### src/rtl/pc_sequencer.sv
// IF-stage program-counter sequencer: prioritised next-PC selection with a
// small circular return-address stack for call/return prediction.
module pc_sequencer #(
  parameter int                ADDR_W     = 30,
  parameter logic [ADDR_W-1:0] START_ADDR = 30'h0000BFF,
  parameter logic [ADDR_W-1:0] EXC_VEC    = 30'h0000060,
  parameter int                RAS_DEPTH  = 4,
  parameter int                CW         = $clog2(RAS_DEPTH + 1)
) (
  input  logic              clk,
  input  logic              reset,
  input  logic              pc_en,
  input  logic              exc,
  input  logic              eret,
  input  logic [ADDR_W-1:0] epc,
  input  logic              br_taken,
  input  logic [ADDR_W-1:0] br_target,
  input  logic              jmp,
  input  logic              call,
  input  logic [ADDR_W-1:0] jmp_target,
  input  logic [ADDR_W-1:0] link_addr,
  input  logic              ret,
  input  logic [ADDR_W-1:0] ret_target,
  output logic [ADDR_W-1:0] pc,
  output logic [ADDR_W+1:0] pc_byte,
  output logic              redirect,
  output logic [CW-1:0]     ras_count,
  output logic              ras_ovf
);

  localparam int                TPW     = $clog2(RAS_DEPTH);
  localparam logic [TPW-1:0]    TP_MAX  = TPW'(RAS_DEPTH - 1);
  localparam logic [CW-1:0]     DEPTH_C = CW'(RAS_DEPTH);

  logic [ADDR_W-1:0] r_pc;
  logic              r_redirect;
  logic [CW-1:0]     r_ras_count;
  logic              r_ras_ovf;
  logic [TPW-1:0]    r_tp;
  logic [ADDR_W-1:0] r_ras [RAS_DEPTH];

  logic [ADDR_W-1:0] w_next_pc;
  logic              w_next_redirect;
  logic              w_push;
  logic              w_pop;
  logic [TPW-1:0]    w_tp_inc;
  logic [TPW-1:0]    w_tp_dec;

  // Top-pointer arithmetic wraps modulo RAS_DEPTH, which need not be a power of two.
  always_comb begin
    w_tp_inc = (r_tp == TP_MAX) ? {TPW{1'b0}} : (r_tp + TPW'(1));
    w_tp_dec = (r_tp == {TPW{1'b0}}) ? TP_MAX : (r_tp - TPW'(1));
  end

  // Next-PC arbitration; the RAS only moves when its own source wins.
  always_comb begin
    w_next_pc       = r_pc;
    w_next_redirect = r_redirect;
    w_push          = 1'b0;
    w_pop           = 1'b0;
    if (exc) begin
      w_next_pc       = EXC_VEC;
      w_next_redirect = 1'b1;
    end else if (eret) begin
      w_next_pc       = epc;
      w_next_redirect = 1'b1;
    end else if (!pc_en) begin
      w_next_pc       = r_pc;
      w_next_redirect = r_redirect;
    end else if (br_taken) begin
      w_next_pc       = br_target;
      w_next_redirect = 1'b1;
    end else if (jmp) begin
      w_next_pc       = jmp_target;
      w_next_redirect = 1'b1;
      w_push          = call;
    end else if (ret) begin
      w_next_redirect = 1'b1;
      if (r_ras_count != {CW{1'b0}}) begin
        w_next_pc = r_ras[r_tp];
        w_pop     = 1'b1;
      end else begin
        w_next_pc = ret_target;
      end
    end else begin
      w_next_pc       = r_pc + ADDR_W'(1);
      w_next_redirect = 1'b0;
    end
  end

  // PC, redirect flag and RAS bookkeeping.
  always_ff @(posedge clk) begin
    if (reset) begin
      r_pc        <= START_ADDR;
      r_redirect  <= 1'b0;
      r_ras_count <= {CW{1'b0}};
      r_ras_ovf   <= 1'b0;
      r_tp        <= {TPW{1'b0}};
    end else begin
      r_pc       <= w_next_pc;
      r_redirect <= w_next_redirect;
      if (w_push) begin
        r_tp <= w_tp_inc;
        if (r_ras_count == DEPTH_C) begin
          r_ras_ovf <= 1'b1;
        end else begin
          r_ras_count <= r_ras_count + CW'(1);
        end
      end else if (w_pop) begin
        r_tp        <= w_tp_dec;
        r_ras_count <= r_ras_count - CW'(1);
      end else begin
        r_tp        <= r_tp;
        r_ras_count <= r_ras_count;
      end
    end
  end

  // RAS storage has no reset; a push when full overwrites the oldest entry.
  always_ff @(posedge clk) begin
    if (!reset && w_push) begin
      r_ras[w_tp_inc] <= link_addr;
    end
  end

  assign pc        = r_pc;
  assign pc_byte   = {r_pc, 2'b00};
  assign redirect  = r_redirect;
  assign ras_count = r_ras_count;
  assign ras_ovf   = r_ras_ovf;

endmodule

### config.mk
export PLATFORM = sky130hd
export DESIGN_NAME = pc_sequencer
export DESIGN_NICKNAME = d
export VERILOG_FILES = /design/src/rtl/pc_sequencer.sv
export SDC_FILE = /design/constraint.sdc
export NUM_CORES = 1
export LEC_CHECK = 0
export ABC_CLOCK_PERIOD_IN_PS = 8800
export CAP_MARGIN = 10
export CORE_MARGIN = 4
export CORE_UTILIZATION = 50
export DETAILED_ROUTE_END_ITERATION = 16
export HOLD_SLACK_MARGIN = 0.05
export MAX_ROUTING_LAYER = met4
export PLACE_DENSITY = 0.8
export RECOVER_POWER = 25
export SKIP_LAST_GASP = 1
export SYNTH_ARGS = -nofsm -noshare
export SYNTH_HDL_FRONTEND = slang
export SYNTH_SLANG_ARGS = --single-unit
### constraint.sdc
create_clock -name clk -period 8.8 [get_ports clk]
set_input_delay 1.76 -clock clk [delete_from_list [all_inputs] [get_ports clk]]
set_output_delay 1.76 -clock clk [all_outputs]
set_load 0.03 [all_outputs]
### Word level (Yosys, flattened, before mapping)

Memories as Yosys holds them, arrays and structs flattened. A register that Yosys moved wholly into a read port is not among the register bits.
Cells that the tools add are included.

* output and inout bits: 67
* input port bits: 159
* memories kept: 1
* word-level logic and storage cells: 61
* bits in registers: 37
* RAM bits: 120

* reduce and logical (&&, ||, !) cells: 10
* muxes and demuxes: 36
* $add $sub $neg: 5
* eq/ne operators: 3

Memory list
* r_ras: depth 4, bits a word 30, rd ports 1, clocked after memory_dff 1, write ports 1, RTL line 40 `logic [ADDR_W-1:0] r_ras [RAS_DEPTH];`

Operator list (number)
* 30-bit two-way mux: 6
* 30-bit by 1-bit adder with 30-bit output (second input constant): 1
* 1-bit two-way mux: 20
* 12-bit two-way mux: 1
* 2-bit two-way mux: 6
* 3-bit two-way mux: 3
* 3-bit nonzero test: 2
* 2-bit AND reduction: 2
* 2-bit nonzero test: 2
* 3-bit by 1-bit adder with 3-bit output (second input constant): 1
* 3-bit equality test (second input constant): 1
* 3-bit by 1-bit subtractor with 3-bit output (second input constant): 1
* 2-bit by 1-bit adder with 2-bit output (second input constant): 1
* 2-bit equality test (second input constant): 1
* 2-bit logical NOT: 1
* 2-bit != test (second input constant): 1
* 2-bit OR reduction: 1
* 2-bit by 1-bit subtractor with 2-bit output (second input constant): 1
* 1-bit logical AND: 1
* 1-bit logical NOT: 1

### Logic depth before layout (Yosys ltp)

Gate-level depths: netlist (run 1).

* depth after elaboration: 12
* gate-level depth with buffers: 9
* gate-level depth less buffers: 7

### Worst setup path after synthesis (run 1)

No wires, ideal clock.

* path kind: input to register
* from: input jmp
* to: memory r_ras[1][0], enable pin
* setup time: 0.461 ns
* data required time: 8.339 ns
* stages: 6
* setup slack: 3.470 ns
* data arrival time: 4.869 ns
* path buffers: 2
* cells stage by stage: buf_2 > nor2b_4 > and3_1 > buf_6 > clkinv_1 > nor3b_1

* word-level cells in the longest chain between the ends: 8

RTL lines
* start, declared: RTL line 18 `input logic jmp,`
* 1-bit two-way mux: RTL line 73 `end else if (jmp) begin`
* 1-bit two-way mux: RTL line 70 `end else if (br_taken) begin`
* 1-bit two-way mux: RTL line 67 `end else if (!pc_en) begin`
* 1-bit two-way mux: RTL line 64 `end else if (eret) begin`
* 1-bit two-way mux: RTL line 61 `if (exc) begin`
* 1-bit logical AND: RTL line 121 `if (!reset && w_push) begin`
* 1-bit two-way mux: RTL line 121
* 1-bit two-way mux (not written as such): RTL line 122 `r_ras[w_tp_inc] <= link_addr;`
* end, declared: RTL line 40

Every way passes these cells.

### Final worst setup path (run 1)

* from: input jmp
* to: memory r_ras[2][13], enable pin

Same word-level chain as after synthesis.

==> impl_table.tex, run 1 <==
\begin{tabular}{lr}
\hline
Metric & Value \\
\hline
\multicolumn{2}{l}{\textbf{Yosys}} \\
Synth top area cells & sky130\_fd\_sc\_hd\_\_edfxtp\_1, sky130\_fd\_sc\_hd\_\_dfxtp\_1, sky130\_fd\_sc\_hd\_\_mux4\_2, sky130\_fd\_sc\_hd\_\_nand2\_1, sky130\_fd\_sc\_hd\_\_buf\_4 \\
Count of flip-flops with a built-in enable after synthesis & 120 \\
Cell area after technology mapping & 8320 um\^{}2 \\
Async set-reset flop share out of synthesis & 0\% \\
Count of unique library cells instantiated by Yosys & 68 \\
Most instantiated library cell after synthesis & sky130\_fd\_sc\_hd\_\_edfxtp\_1 \\
Synthesized instance count & 733 \\
Synth area leader & sky130\_fd\_sc\_hd\_\_edfxtp\_1 \\
Fraction of the yosys area taken by sequential cells & 52.7\% \\
Most frequent cells after synthesis & sky130\_fd\_sc\_hd\_\_edfxtp\_1, sky130\_fd\_sc\_hd\_\_nand2\_1, sky130\_fd\_sc\_hd\_\_nor2\_1, sky130\_fd\_sc\_hd\_\_dfxtp\_1, sky130\_fd\_sc\_hd\_\_a21oi\_1 \\
Share of the synthesized area in the top cell type & 43.3\% \\
Avg Cell Area, Syn & 11.4 um\^{}2 \\
Flop and latch count out of synthesis & 159 \\
Number of warnings printed during yosys synthesis & 0 \\
Main synth FF type & sky130\_fd\_sc\_hd\_\_edfxtp\_1 \\
\multicolumn{2}{l}{\textbf{Power}} \\
Overall Power & 1.84 mW \\
Leakage power of the design & 3.62 nW \\
Maximum ir drop on the vdd rail & 0.000170 V \\
Pwr/cell area & 166 nW/um\^{}2 \\
\multicolumn{2}{l}{\textbf{Timing}} \\
Relative slew slack & 35.1\% \\
Hold Fails Final Rpt & 0 \\
Post-Route Skew & 0.00783 ns \\
Shortest clock period the worst path allows after layout & 5.16 ns \\
Setup repair after global routing missed its margin & false \\
Final clock period utilization by the worst path & 58.6\% \\
F\_max & 194 MHz \\
Worst slew pin tran & 0.973 ns \\
Number of pins exceeding their max-slew limit in the final report & 0 \\
Final setup violation count & 0 \\
Summed negative setup slack over all endpoints & 0 ns \\
\multicolumn{2}{l}{\textbf{Worst setup path}} \\
Data arrival time of the critical path & 5.25 ns \\
Largest fanout of any net on the critical path & 24 \\
Type of the setup path with the least slack & in -> reg \\
CP endpoint kind & register \\
CP Data Required Time & 8.89 ns \\
FF-to-FF setup slack & 6.54 ns \\
Worst Setup Start Kind & input port \\
\multicolumn{2}{l}{\textbf{Die}} \\
Width of the die & 137 um \\
Initial core utilization & 51.7\% \\
Core outline area & 16100 um\^{}2 \\
Io pins & 226 \\
Std-Cell Rows & 46 \\
Full die area & 18800 um\^{}2 \\
Height of the die & 137 um \\
\multicolumn{2}{l}{\textbf{Placed design}} \\
HPWL reported at the end of detailed placement & 18.6 mm \\
RD Place Congestion & 0.894 \\
Dpl cell area & 10500 um\^{}2 \\
PortBufs & 223 \\
Number of placed instances, taps included & 1103 \\
\multicolumn{2}{l}{\textbf{Clocking}} \\
Htree depth & 4 \\
Number of cells upsized or downsized after cts & 0 \\
Root cell of the clock tree & sky130\_fd\_sc\_hd\_\_clkbuf\_16 \\
Setup bufs post-CTS & 0 \\
Hold-fix buffers, CTS & 0 \\
CTS tree & done \\
Clk Latency, worst-skew pair & 0.43 ns \\
Clock tree sinks & 159 \\
Deepest clock path buffer count & 2 \\
Clock edge transition at the registers on the reported setup and hold paths & 0.06 ns \\
Number of buffers added by the clock tree synthesis step & 17 \\
\multicolumn{2}{l}{\textbf{Drt}} \\
DR pass1 iterations & 7 \\
WL final & 26.3 mm \\
Remaining antenna violation count after routing & 0 \\
Routed wire per std cell & 23.2 um \\
1st-iter DRT viols & 941 \\
Ratio of routed vias to standard cells & 6.36 \\
DRC errors left & 0 \\
Vias & 7215 \\
\multicolumn{2}{l}{\textbf{Finish}} \\
Antenna diode count & 0 \\
Layout cell share with drive strength beyond 1 & 10.8\% \\
Cell Count, Final, Fillers Out & 1135 \\
Final nets & 1073 \\
Fillcell total & 1177 \\
Synthesis-to-layout area growth & 33.0\% \\
Final standard cell area without fillers & 11100 um\^{}2 \\
\multicolumn{2}{l}{\textbf{Status}} \\
Result of the run & completed \\
\multicolumn{2}{l}{\textbf{GRT}} \\
Total congestion overflow & 0 \\
Antenna violations before repair & 0 \\
Largest net degree at the start of global routing & 69 \\
GR Util All Layers & 29.0\% \\
Via count of the first global-routing pass & 6933 \\
Wire length of the first global-routing pass & 39.8 mm \\
\multicolumn{2}{l}{\textbf{Job}} \\
Max-cap violations & 0 \\
\multicolumn{2}{l}{\textbf{Hold path}} \\
Worst hold path type & reg -> reg \\
\hline
\end{tabular}
## metrics by stage
step / hold WS (ns) / setup WS [ns] / utilization (%)
after global placement: 0.480 / 3.39 / 65.1
after floorplan: 0.620 / 3.47 / -
after CTS: 0.513 / 3.70 / 68.7
after detailed placement: 0.499 / 3.27 / 65.1
after global routing: 0.561 / 3.48 / 68.7
final: 0.527 / 3.64 / 68.7
## routing by layer
metal	track usage (%)	wire (um)	vias up
met4	11.1	992	0
met5	-	0	-
met2	46.1	12800	508
met3	5.48	2690	87
met1	37.0	9760	3449
li1	-	-	3171
## logic make-up after synthesis
family | count (synthesis) | synth area share, %
compound gates | 174 | 14.1
xor+xnor | 14 | 1.47
fa+ha+maj | 8 | 1.29
buf+inv | 92 | 5.89
flops | 159 | 52.7
mux | 33 | 8.52
other cells | 1 | 0.0450
simple gates | 252 | 16.0
## final timing paths
path	startpoint	depth (start not counted)	end
worst min-delay path	ras_ovf$_SDFFE_PP0P_	2	ras_ovf$_SDFFE_PP0P_
worst min register to register	ras_ovf$_SDFFE_PP0P_	2	ras_ovf$_SDFFE_PP0P_
worst max register to register	pc[7]$_SDFFE_PP1P_	5	pc[16]$_SDFFE_PP0P_
worst max-delay path	jmp	6	r_ras[2][13]$_DFFE_PP_
## worst max-delay path, stage by stage
cell and delay, ns:
sky130_fd_sc_hd__clkdlybuf4s50_1 0.85, sky130_fd_sc_hd__nor2b_4 0.67, sky130_fd_sc_hd__and3_1 0.53, sky130_fd_sc_hd__clkinv_1 0.38, sky130_fd_sc_hd__nor3b_2 0.58, sky130_fd_sc_hd__buf_4 0.44
## registers in the layout, summed over array words and instances (netlist names), named ones only
signal     flops
pc            30
r_ras        120
r_tp           2
ras_count      3
ras_ovf        1
redirect       1
## cells in the final DEF, fill, tap and decap left out, types with 10 or more instances in the layout
cell type	netlist	routed
sky130_fd_sc_hd__edfxtp_1	120	120
sky130_fd_sc_hd__o22ai_1	17	17
sky130_fd_sc_hd__clkdlybuf4s50_1	0	198
sky130_fd_sc_hd__a211oi_1	15	15
sky130_fd_sc_hd__nor2_1	41	41
sky130_fd_sc_hd__nand3_1	33	33
sky130_fd_sc_hd__nand2_1	68	68
sky130_fd_sc_hd__nor4_1	12	12
sky130_fd_sc_hd__clkbuf_16	0	17
sky130_fd_sc_hd__o21ai_0	26	26
sky130_fd_sc_hd__a31oi_1	10	10
sky130_fd_sc_hd__nor3_1	28	28
sky130_fd_sc_hd__nand4_1	11	11
sky130_fd_sc_hd__a21oi_1	35	35
sky130_fd_sc_hd__nor3b_1	18	14
sky130_fd_sc_hd__a22oi_1	22	22
sky130_fd_sc_hd__mux4_2	30	30
sky130_fd_sc_hd__dfxtp_1	39	38
sky130_fd_sc_hd__dlygate4sd3_1	0	22
sky130_fd_sc_hd__buf_4	32	14
## report_power, final
group / switching [mW] / internal (mW)
combinational: 0.140 / 0.128
sequential: 0.0234 / 0.815
clock: 0.313 / 0.422
## area by class of cell
| cell class | instances | area [um^2] | area share (%) |
|---|---|---|---|
| sequential | 159 | 4390 | 39.6 |
| multi-input combinational | 483 | 3480 | 31.4 |
| timing repair buffer | 237 | 2320 | 21.0 |
| clock buffer | 17 | 425 | 3.84 |
| tap | 216 | 270 | 2.44 |
| clock inverter | 15 | 159 | 1.44 |
| inverter | 8 | 30.0 | 0.271 |
Power figures use the tool's default switching activity.
==> run 2: changes to the inputs <==
--- a/config.mk
+++ b/config.mk
@@ -5,14 +5,14 @@
 export SDC_FILE = /design/constraint.sdc
 export NUM_CORES = 1
 export LEC_CHECK = 0
-export ABC_CLOCK_PERIOD_IN_PS = 8800
+export ABC_CLOCK_PERIOD_IN_PS = 5200
 export CAP_MARGIN = 10
 export CORE_MARGIN = 4
-export CORE_UTILIZATION = 50
+export CORE_UTILIZATION = 49
 export DETAILED_ROUTE_END_ITERATION = 16
 export HOLD_SLACK_MARGIN = 0.05
 export MAX_ROUTING_LAYER = met4
-export PLACE_DENSITY = 0.8
+export PLACE_DENSITY = 0.79
 export RECOVER_POWER = 25
 export SKIP_LAST_GASP = 1
 export SYNTH_ARGS = -nofsm -noshare
==> constraint.sdc (replaced) <==
create_clock -name clk -period 5.2 [get_ports clk]
set_input_delay 1.04 -clock clk [delete_from_list [all_inputs] [get_ports clk]]
set_output_delay 1.04 -clock clk [all_outputs]
set_load 0.03 [all_outputs]
==> run 2 against run 1 <==
Global-route usage fell by 2.1 points. Critical path depth did not move. Clock skew increased by 0.0011 ns. Final area up 0.19%. Clock-buffer cell count unchanged. Highest routed layer unchanged. Critical endpoint is now r_ras[0][15]$_DFFE_PP_. Hold slack improved by 0.023 ns. Final cell count grew 0.53%.
==> impl_table.tex, run 2 (same netlist as run 1, synthesis figures left out) <==
\begin{tabular}{lr}
\hline
Metric & Value \\
\hline
\multicolumn{2}{l}{\textbf{Worst setup path}} \\
Worst Setup Start Kind & input port \\
Critical path cell sequence & clkdlybuf4s50\_1 > nor3b\_4 > and3\_1 > clkinv\_1 > nor3b\_2 > buf\_4 \\
Largest stage delay on the critical path & 0.71 ns (-0.14 ns) \\
First element of the critical path & exc \\
Crit-path slowest cell & sky130\_fd\_sc\_hd\_\_clkdlybuf4s50\_1 \\
Data arrival time of the critical path & 3.84 ns (-1.41 ns) \\
Largest fanout of any net on the critical path & 26 (+8.3\%) \\
Top cell family by delay on the critical path & buffers and inverters \\
CP Data Required Time & 5.29 ns (-3.60 ns) \\
Type of the setup path with the least slack & in -> reg \\
Combined buffer and inverter count along the critical path & 3 (unchanged) \\
CP endpoint kind & register \\
\multicolumn{2}{l}{\textbf{Drt}} \\
DRC errors left & 0 (unchanged) \\
Remaining antenna violation count after routing & 0 (unchanged) \\
Ratio of routed vias to standard cells & 6.16 (-3.1\%) \\
Vias & 7029 (-2.6\%) \\
1st-iter DRT viols & 921 (-2.1\%) \\
DR pass1 iterations & 6 (-1) \\
Routed wire per std cell & 22.3 um (-3.8\%) \\
WL final & 25.4 mm (-3.3\%) \\
\multicolumn{2}{l}{\textbf{GRT}} \\
Total congestion overflow & 0 (unchanged) \\
Busiest layer in global routing & met2 \\
Met2 global-route usage & 43.3\% (-2.8 points) \\
Via count of the first global-routing pass & 6882 (-0.74\%) \\
GR Util All Layers & 26.8\% (-2.1 points) \\
Grt met1 use & 33.9\% (-3.2 points) \\
Largest net degree at the start of global routing & 68 (-1.4\%) \\
Met3 track utilization from global routing & 5.46\% (-0.022 points) \\
Wire length of the first global-routing pass & 39.0 mm (-2.0\%) \\
Antenna violations before repair & 0 (unchanged) \\
\multicolumn{2}{l}{\textbf{Timing}} \\
Worst slew pin tran & 0.915 ns (-0.0575 ns) \\
Relative slew slack & 38.9\% (+3.8 points) \\
F\_max & 266 MHz \\
Setup repair after global routing missed its margin & false \\
Hold Fails Final Rpt & 0 (unchanged) \\
Post-Route Skew & 0.00889 ns (+0.00106 ns) \\
Summed negative setup slack over all endpoints & 0 ns (unchanged) \\
Final setup violation count & 0 (unchanged) \\
Shortest clock period the worst path allows after layout & 3.76 ns \\
Number of pins exceeding their max-slew limit in the final report & 0 (unchanged) \\
Final clock period utilization by the worst path & 72.3\% \\
\multicolumn{2}{l}{\textbf{Die}} \\
Width of the die & 138 um (+0.96\%) \\
Height of the die & 138 um (+0.96\%) \\
Io pins & 226 (unchanged) \\
Std-Cell Rows & 47 (+2.2\%) \\
Core outline area & 16600 um\^{}2 (+3.3\%) \\
Full die area & 19100 um\^{}2 (+1.9\%) \\
Initial core utilization & 50.0\% (-1.6 points) \\
\multicolumn{2}{l}{\textbf{Placed design}} \\
Number of placed instances, taps included & 1109 (+0.54\%) \\
RD Place Congestion & 0.953 (+6.6\%) \\
PortBufs & 223 (unchanged) \\
HPWL reported at the end of detailed placement & 18.2 mm (-1.9\%) \\
\multicolumn{2}{l}{\textbf{Finish}} \\
Leading cell types in the layout, fill and taps excluded & sky130\_fd\_sc\_hd\_\_clkdlybuf4s50\_1, sky130\_fd\_sc\_hd\_\_edfxtp\_1, sky130\_fd\_sc\_hd\_\_nand2\_1, sky130\_fd\_sc\_hd\_\_nor2\_1, sky130\_fd\_sc\_hd\_\_dfxtp\_1 \\
Fillcell total & 1278 (+8.6\%) \\
Antenna diode count & 0 (unchanged) \\
Final nets & 1075 (+0.19\%) \\
Synthesis-to-layout area growth & 33.3\% \\
Most flops, register & r\_ras \\
Sequential cell area & 4390 um\^{}2 (unchanged) \\
Layout cell share with drive strength beyond 1 & 11.0\% (+0.19 points) \\
Cell Count, Final, Fillers Out & 1141 (+0.53\%) \\
Most frequent standard cell in the layout excluding fill and tap cells & sky130\_fd\_sc\_hd\_\_clkdlybuf4s50\_1 \\
Total area of multi-input combinational cells & 3470 um\^{}2 (-0.18\%) \\
Max FFs per register & 120 (unchanged) \\
\multicolumn{2}{l}{\textbf{Clocking}} \\
Clock edge transition at the registers on the reported setup and hold paths & 0.07 ns (about the same) \\
Setup bufs post-CTS & 0 (unchanged) \\
Hold-fix buffers, CTS & 0 (unchanged) \\
CTS tree & done \\
Deepest clock path buffer count & 2 (unchanged) \\
Htree depth & 4 (unchanged) \\
Root cell of the clock tree & sky130\_fd\_sc\_hd\_\_clkbuf\_16 \\
Number of buffers added by the clock tree synthesis step & 17 (unchanged) \\
Clk Latency, worst-skew pair & 0.43 ns (about the same) \\
Clock tree sinks & 159 (unchanged) \\
Number of cells upsized or downsized after cts & 0 (unchanged) \\
\multicolumn{2}{l}{\textbf{Power}} \\
Maximum ir drop on the vdd rail & 0.000306 V (+80\%) \\
Leakage power of the design & 3.61 nW (-0.19\%) \\
Pwr/cell area & 278 nW/um\^{}2 (+67\%) \\
Overall Power & 3.09 mW (+68\%) \\
\multicolumn{2}{l}{\textbf{Job}} \\
Max-cap violations & 0 (unchanged) \\
\multicolumn{2}{l}{\textbf{Hold path}} \\
Hold Path Origin & pc[27]\$\_SDFFE\_PP0P\_ \\
Worst hold path type & reg -> reg \\
\multicolumn{2}{l}{\textbf{Status}} \\
Result of the run & completed \\
\hline
\end{tabular}
-- run 2: path summary, 6_finish.rpt --
kind	end	slack [ns]	cells after the start
worst max register to register	pc[5]$_SDFFE_PP1P_	2.99	6
worst min-delay path	pc[27]$_SDFFE_PP0P_	0.55	2
worst max-delay path	r_ras[0][15]$_DFFE_PP_	1.44	6
worst min register to register	pc[27]$_SDFFE_PP0P_	0.55	2
-- run 2: final cells by class --
cell class | count | area share [%]
Sequential cell | 159 | 39.5
Tap cell | 220 | 2.48
Inverter | 8 | 0.271
Multi-Input combinational cell | 483 | 31.3
Clock buffer | 17 | 3.83
Timing Repair Buffer | 239 | 21.2
Clock inverter | 15 | 1.39
-- run 2: metal layers --
| metal | share of wire (%) | routed length, um | up-vias |
|---|---|---|---|
| met5 | 0 | 0 | - |
| met4 | 2.9 | 733 | 0 |
| met3 | 8.6 | 2200 | 55 |
| met2 | 49 | 12400 | 443 |
| met1 | 40 | 10100 | 3347 |
| li1 | - | - | 3184 |
-- run 2: per-stage QoR --
step	worst slack (ns)	utilization, %	hold slack, ns	area, um^2
floorplan	0.590	-	0.620	8330
global placement	1.15	63.2	0.532	10500
detailed placement	1.02	63.2	0.531	10500
CTS	1.45	66.7	0.545	11100
global route	1.28	66.7	0.576	11100
finish	1.44	66.7	0.550	11100
-- run 2: tightest hold or removal path: stages (launching register included) --
cell	delay [ns]
sky130_fd_sc_hd__dfxtp_1	0.36
sky130_fd_sc_hd__nand2_1	0.08
sky130_fd_sc_hd__a22oi_1	0.06
-- run 2: power breakdown --
part | switching, mW | total (mW) | internal [mW] | leakage, nW
clock | 0.543 | 1.22 | 0.674 | 0.272
sequential | 0.0373 | 1.42 | 1.38 | 1.40
combinational | 0.236 | 0.453 | 0.217 | 1.94
total | 0.816 | 3.09 | 2.27 | 3.61
==> run 3: changes to the inputs <==
--- a/config.mk
+++ b/config.mk
@@ -5,7 +5,7 @@
 export SDC_FILE = /design/constraint.sdc
 export NUM_CORES = 1
 export LEC_CHECK = 0
-export ABC_CLOCK_PERIOD_IN_PS = 5200
+export ABC_CLOCK_PERIOD_IN_PS = 3700
 export CAP_MARGIN = 10
 export CORE_MARGIN = 4
 export CORE_UTILIZATION = 49
==> constraint.sdc (replaced) <==
create_clock -name clk -period 3.7 [get_ports clk]
set_input_delay 0.74 -clock clk [delete_from_list [all_inputs] [get_ports clk]]
set_output_delay 0.74 -clock clk [all_outputs]
set_load 0.03 [all_outputs]
==> run 3 against run 2 <==
Sequential power up 40%. Global-route usage up 0.96 points. Sequential share of layout area about the same. Via count up 0.54%. Critical path depth up 2. Flip-flop and latch count unchanged. Non-clock buffer count up 7. Clock skew up 0.00055 ns. Clock-buffer cell count unchanged. Power up 37%.
==> impl_table.tex, run 3 (same netlist as run 1, synthesis figures left out) <==
\begin{tabular}{lr}
\hline
Metric & Value \\
\hline
\multicolumn{2}{l}{\textbf{Power}} \\
Switching Share & 26.7\% (+0.20 points) \\
Part of the total power dissipated in the clock network & 38.0\% (-1.4 points) \\
Leakage power of the design & 3.65 nW (+0.85\%) \\
Cell-internal power & 3.11 mW (+37\%) \\
Maximum ir drop on the vdd rail & 0.000563 V (+84\%) \\
Pwr/cell area & 382 nW/um\^{}2 (+37\%) \\
Seq pwr share & 47.0\% (+1.1 points) \\
Proportion of power drawn by combinational gates & 15.0\% (+0.3 points) \\
Overall Power & 4.24 mW (+37\%) \\
Switching component of the power & 1.13 mW (+39\%) \\
\multicolumn{2}{l}{\textbf{Worst setup path}} \\
Critical path cell sequence & clkdlybuf4s50\_1 > nor3b\_4 > and3\_1 > clkinv\_1 > fa\_1 > xnor2\_1 > or3\_1 > a21oi\_1 \\
Type of the setup path with the least slack & in -> reg \\
Data arrival time of the critical path & 3.11 ns (-0.73 ns) \\
R2r worst-path depth & 6 (unchanged) \\
Launching point of the worst reg2reg path & ras\_count[0]\$\_SDFFE\_PP0P\_ \\
CP Data Required Time & 4.06 ns (-1.23 ns) \\
Largest fanout of any net on the critical path & 7 (-73\%) \\
Largest stage delay on the critical path & 0.50 ns (-0.21 ns) \\
Capturing point of the worst reg2reg path & pc[29]\$\_SDFFE\_PP0P\_ \\
FF-to-FF setup slack & 1.41 ns (-1.58 ns) \\
Worst Setup Start Kind & input port \\
Crit-path slowest cell & sky130\_fd\_sc\_hd\_\_fa\_1 \\
CP endpoint kind & register \\
\multicolumn{2}{l}{\textbf{Timing}} \\
Hold Fails Final Rpt & 0 (unchanged) \\
Relative slew slack & 55.3\% (+16 points) \\
Summed negative setup slack over all endpoints & 0 ns (unchanged) \\
Number of pins exceeding their max-slew limit in the final report & 0 (unchanged) \\
Final setup violation count & 0 (unchanged) \\
Final clock period utilization by the worst path & 74.2\% \\
Post-Route Skew & 0.00943 ns (+0.000549 ns) \\
Shortest clock period the worst path allows after layout & 2.75 ns \\
Worst slew pin tran & 0.670 ns (-0.245 ns) \\
Setup repair after global routing missed its margin & false \\
F\_max & 364 MHz \\
Final-layout worst hold slack & 0.529 ns (-0.0208 ns) \\
\multicolumn{2}{l}{\textbf{Hold path}} \\
Worst hold path type & reg -> reg \\
Worst Hold Path EP & ras\_ovf\$\_SDFFE\_PP0P\_ \\
Number of cells on the worst hold path & 2 (unchanged) \\
Hold Path Origin & ras\_ovf\$\_SDFFE\_PP0P\_ \\
\multicolumn{2}{l}{\textbf{Finish}} \\
Most flops, register & r\_ras \\
Layout cell share with drive strength beyond 1 & 11.4\% (+0.46 points) \\
Share of the core filled with cells & 66.7\% (+0.083 points) \\
Synthesis-to-layout area growth & 33.4\% \\
Most frequent standard cell in the layout excluding fill and tap cells & sky130\_fd\_sc\_hd\_\_clkdlybuf4s50\_1 \\
Antenna diode count & 0 (unchanged) \\
Final nets & 1082 (+0.65\%) \\
Leading cell types in the layout, fill and taps excluded & sky130\_fd\_sc\_hd\_\_clkdlybuf4s50\_1, sky130\_fd\_sc\_hd\_\_edfxtp\_1, sky130\_fd\_sc\_hd\_\_nand2\_1, sky130\_fd\_sc\_hd\_\_nor2\_1, sky130\_fd\_sc\_hd\_\_dfxtp\_1 \\
Max FFs per register & 120 (unchanged) \\
\multicolumn{2}{l}{\textbf{GRT}} \\
GR Util All Layers & 27.8\% (+0.96 points) \\
Largest net degree at the start of global routing & 68 (unchanged) \\
Total congestion overflow & 0 (unchanged) \\
Grt met1 use & 34.3\% (+0.44 points) \\
Wire length of the first global-routing pass & 40.2 mm (+3.2\%) \\
Antenna violations before repair & 0 (unchanged) \\
Met3 track utilization from global routing & 6.22\% (+0.76 points) \\
Busiest layer in global routing & met2 \\
Met2 global-route usage & 45.0\% (+1.7 points) \\
Via count of the first global-routing pass & 7009 (+1.8\%) \\
\multicolumn{2}{l}{\textbf{Drt}} \\
Routed wire per std cell & 22.8 um (+2.4\%) \\
DR pass1 iterations & 5 (-1) \\
Vias & 7067 (+0.54\%) \\
1st-iter DRT viols & 660 (-28\%) \\
Remaining antenna violation count after routing & 0 (unchanged) \\
DRC errors left & 0 (unchanged) \\
WL final & 26.2 mm (+3.0\%) \\
Ratio of routed vias to standard cells & 6.16 (about the same) \\
\multicolumn{2}{l}{\textbf{Die}} \\
Io pins & 226 (unchanged) \\
Width of the die & 138 um (unchanged) \\
Std-Cell Rows & 47 (unchanged) \\
Initial core utilization & 50.0\% (unchanged) \\
Height of the die & 138 um (unchanged) \\
Core outline area & 16600 um\^{}2 (unchanged) \\
Full die area & 19100 um\^{}2 (unchanged) \\
\multicolumn{2}{l}{\textbf{Clocking}} \\
Root cell of the clock tree & sky130\_fd\_sc\_hd\_\_clkbuf\_16 \\
Clock edge transition at the registers on the reported setup and hold paths & 0.06 ns (about the same) \\
Setup bufs post-CTS & 0 (unchanged) \\
Number of buffers added by the clock tree synthesis step & 17 (unchanged) \\
CTS tree & done \\
Hold-fix buffers, CTS & 0 (unchanged) \\
Clk Latency, worst-skew pair & 0.43 ns (about the same) \\
Deepest clock path buffer count & 2 (unchanged) \\
Number of cells upsized or downsized after cts & 0 (unchanged) \\
Htree depth & 4 (unchanged) \\
Clock tree sinks & 159 (unchanged) \\
\multicolumn{2}{l}{\textbf{Placed design}} \\
HPWL reported at the end of detailed placement & 19.2 mm (+5.7\%) \\
PortBufs & 223 (unchanged) \\
RD Place Congestion & 0.917 (-3.9\%) \\
\multicolumn{2}{l}{\textbf{Job}} \\
Max-cap violations & 0 (unchanged) \\
\multicolumn{2}{l}{\textbf{Status}} \\
Result of the run & completed \\
\hline
\end{tabular}
==> run 3: cell types whose count changed in the layout (fill, tap and decap cells not counted) <==
| cell | before | now |
|---|---|---|
| sky130_fd_sc_hd__buf_4 | 15 | 22 |
| sky130_fd_sc_hd__clkinvlp_4 | 4 | 1 |
| sky130_fd_sc_hd__inv_6 | 3 | 6 |
| sky130_fd_sc_hd__clkinv_1 | 2 | 4 |
| sky130_fd_sc_hd__clkinv_2 | 1 | 3 |
| sky130_fd_sc_hd__bufinv_16 | 1 | 0 |
| sky130_fd_sc_hd__clkdlybuf4s50_1 | 198 | 197 |
| sky130_fd_sc_hd__clkinv_4 | 1 | 0 |
| sky130_fd_sc_hd__clkinv_8 | 1 | 0 |
| sky130_fd_sc_hd__dlygate4sd3_1 | 22 | 23 |
| sky130_fd_sc_hd__inv_8 | 3 | 2 |
| sky130_fd_sc_hd__nor3b_2 | 5 | 4 |
| sky130_fd_sc_hd__nor3b_4 | 1 | 2 |
==> run 3: layout make-up <==
cell class / instances / area, um^2
fillers: 1250 / 5540
flip-flops and latches: 159 / 4390
multi-input cells: 483 / 3480
repair buffers: 246 / 2400
clock buffers: 17 / 425
well taps: 220 / 275
clock inverters: 15 / 109
inverters: 8 / 30.0
==> run 3: per-layer routing <==
metal / part of all wire (%) / up-vias / wire (um)
met3: 7.5 / 64 / 1950
met4: 3.2 / 0 / 845
met1: 40 / 3421 / 10400
met2: 50 / 389 / 13000
li1: - / 3193 / -
met5: 0 / - / 0
==> run 3: how the worst max path moves through the flow <==
stage	start	endpoint	slack (ns)	cells after the start
final	exc	ras_count[2]$_SDFFE_PP0P_	0.95	8
after global routing	exc	ras_count[2]$_SDFFE_PP0P_	0.80	8
after CTS	exc	ras_count[2]$_SDFFE_PP0P_	0.93	8
after detailed placement	exc	ras_count[2]$_SDFFE_PP0P_	0.52	8
after global placement	exc	ras_count[2]$_SDFFE_PP0P_	0.58	8
after floorplan	jmp	r_ras[0][0]$_DFFE_PP_	-0.61	6
==> run 3: power by group through the flow <==
stage	Clock, mW	Combinational [mW]	Sequential [mW]
final	1.61	0.637	1.99
after global routing	1.71	0.675	2.00
after CTS	1.63	0.638	1.99
after detailed placement	0	0.635	2.03
after global placement	0	0.630	2.03
after floorplan	0	0.284	2.05
==> run 3: worst max-delay path, delay by kind of cell <==
kind                     cells  cell delay (ns)
AO/OA/AOI/OAI                1             0.14
buffers and inverters        2             0.77
AND/OR/NAND/NOR              3             0.81
XOR/XNOR                     1             0.15
adder cells (fa/ha/maj)      1             0.50
==> run 3: stage by stage <==
| stage | setup slack, ns | cells | area [um^2] |
|---|---|---|---|
| CTS | 0.930 | 1148 | 11100 |
| detailed placement | 0.523 | 1116 | 10600 |
| global placement | 0.581 | 1116 | 10600 |
| finish | 0.953 | 1148 | 11100 |
| floorplan | -0.608 | 734 | 8330 |
| global route | 0.804 | 1148 | 11100 |
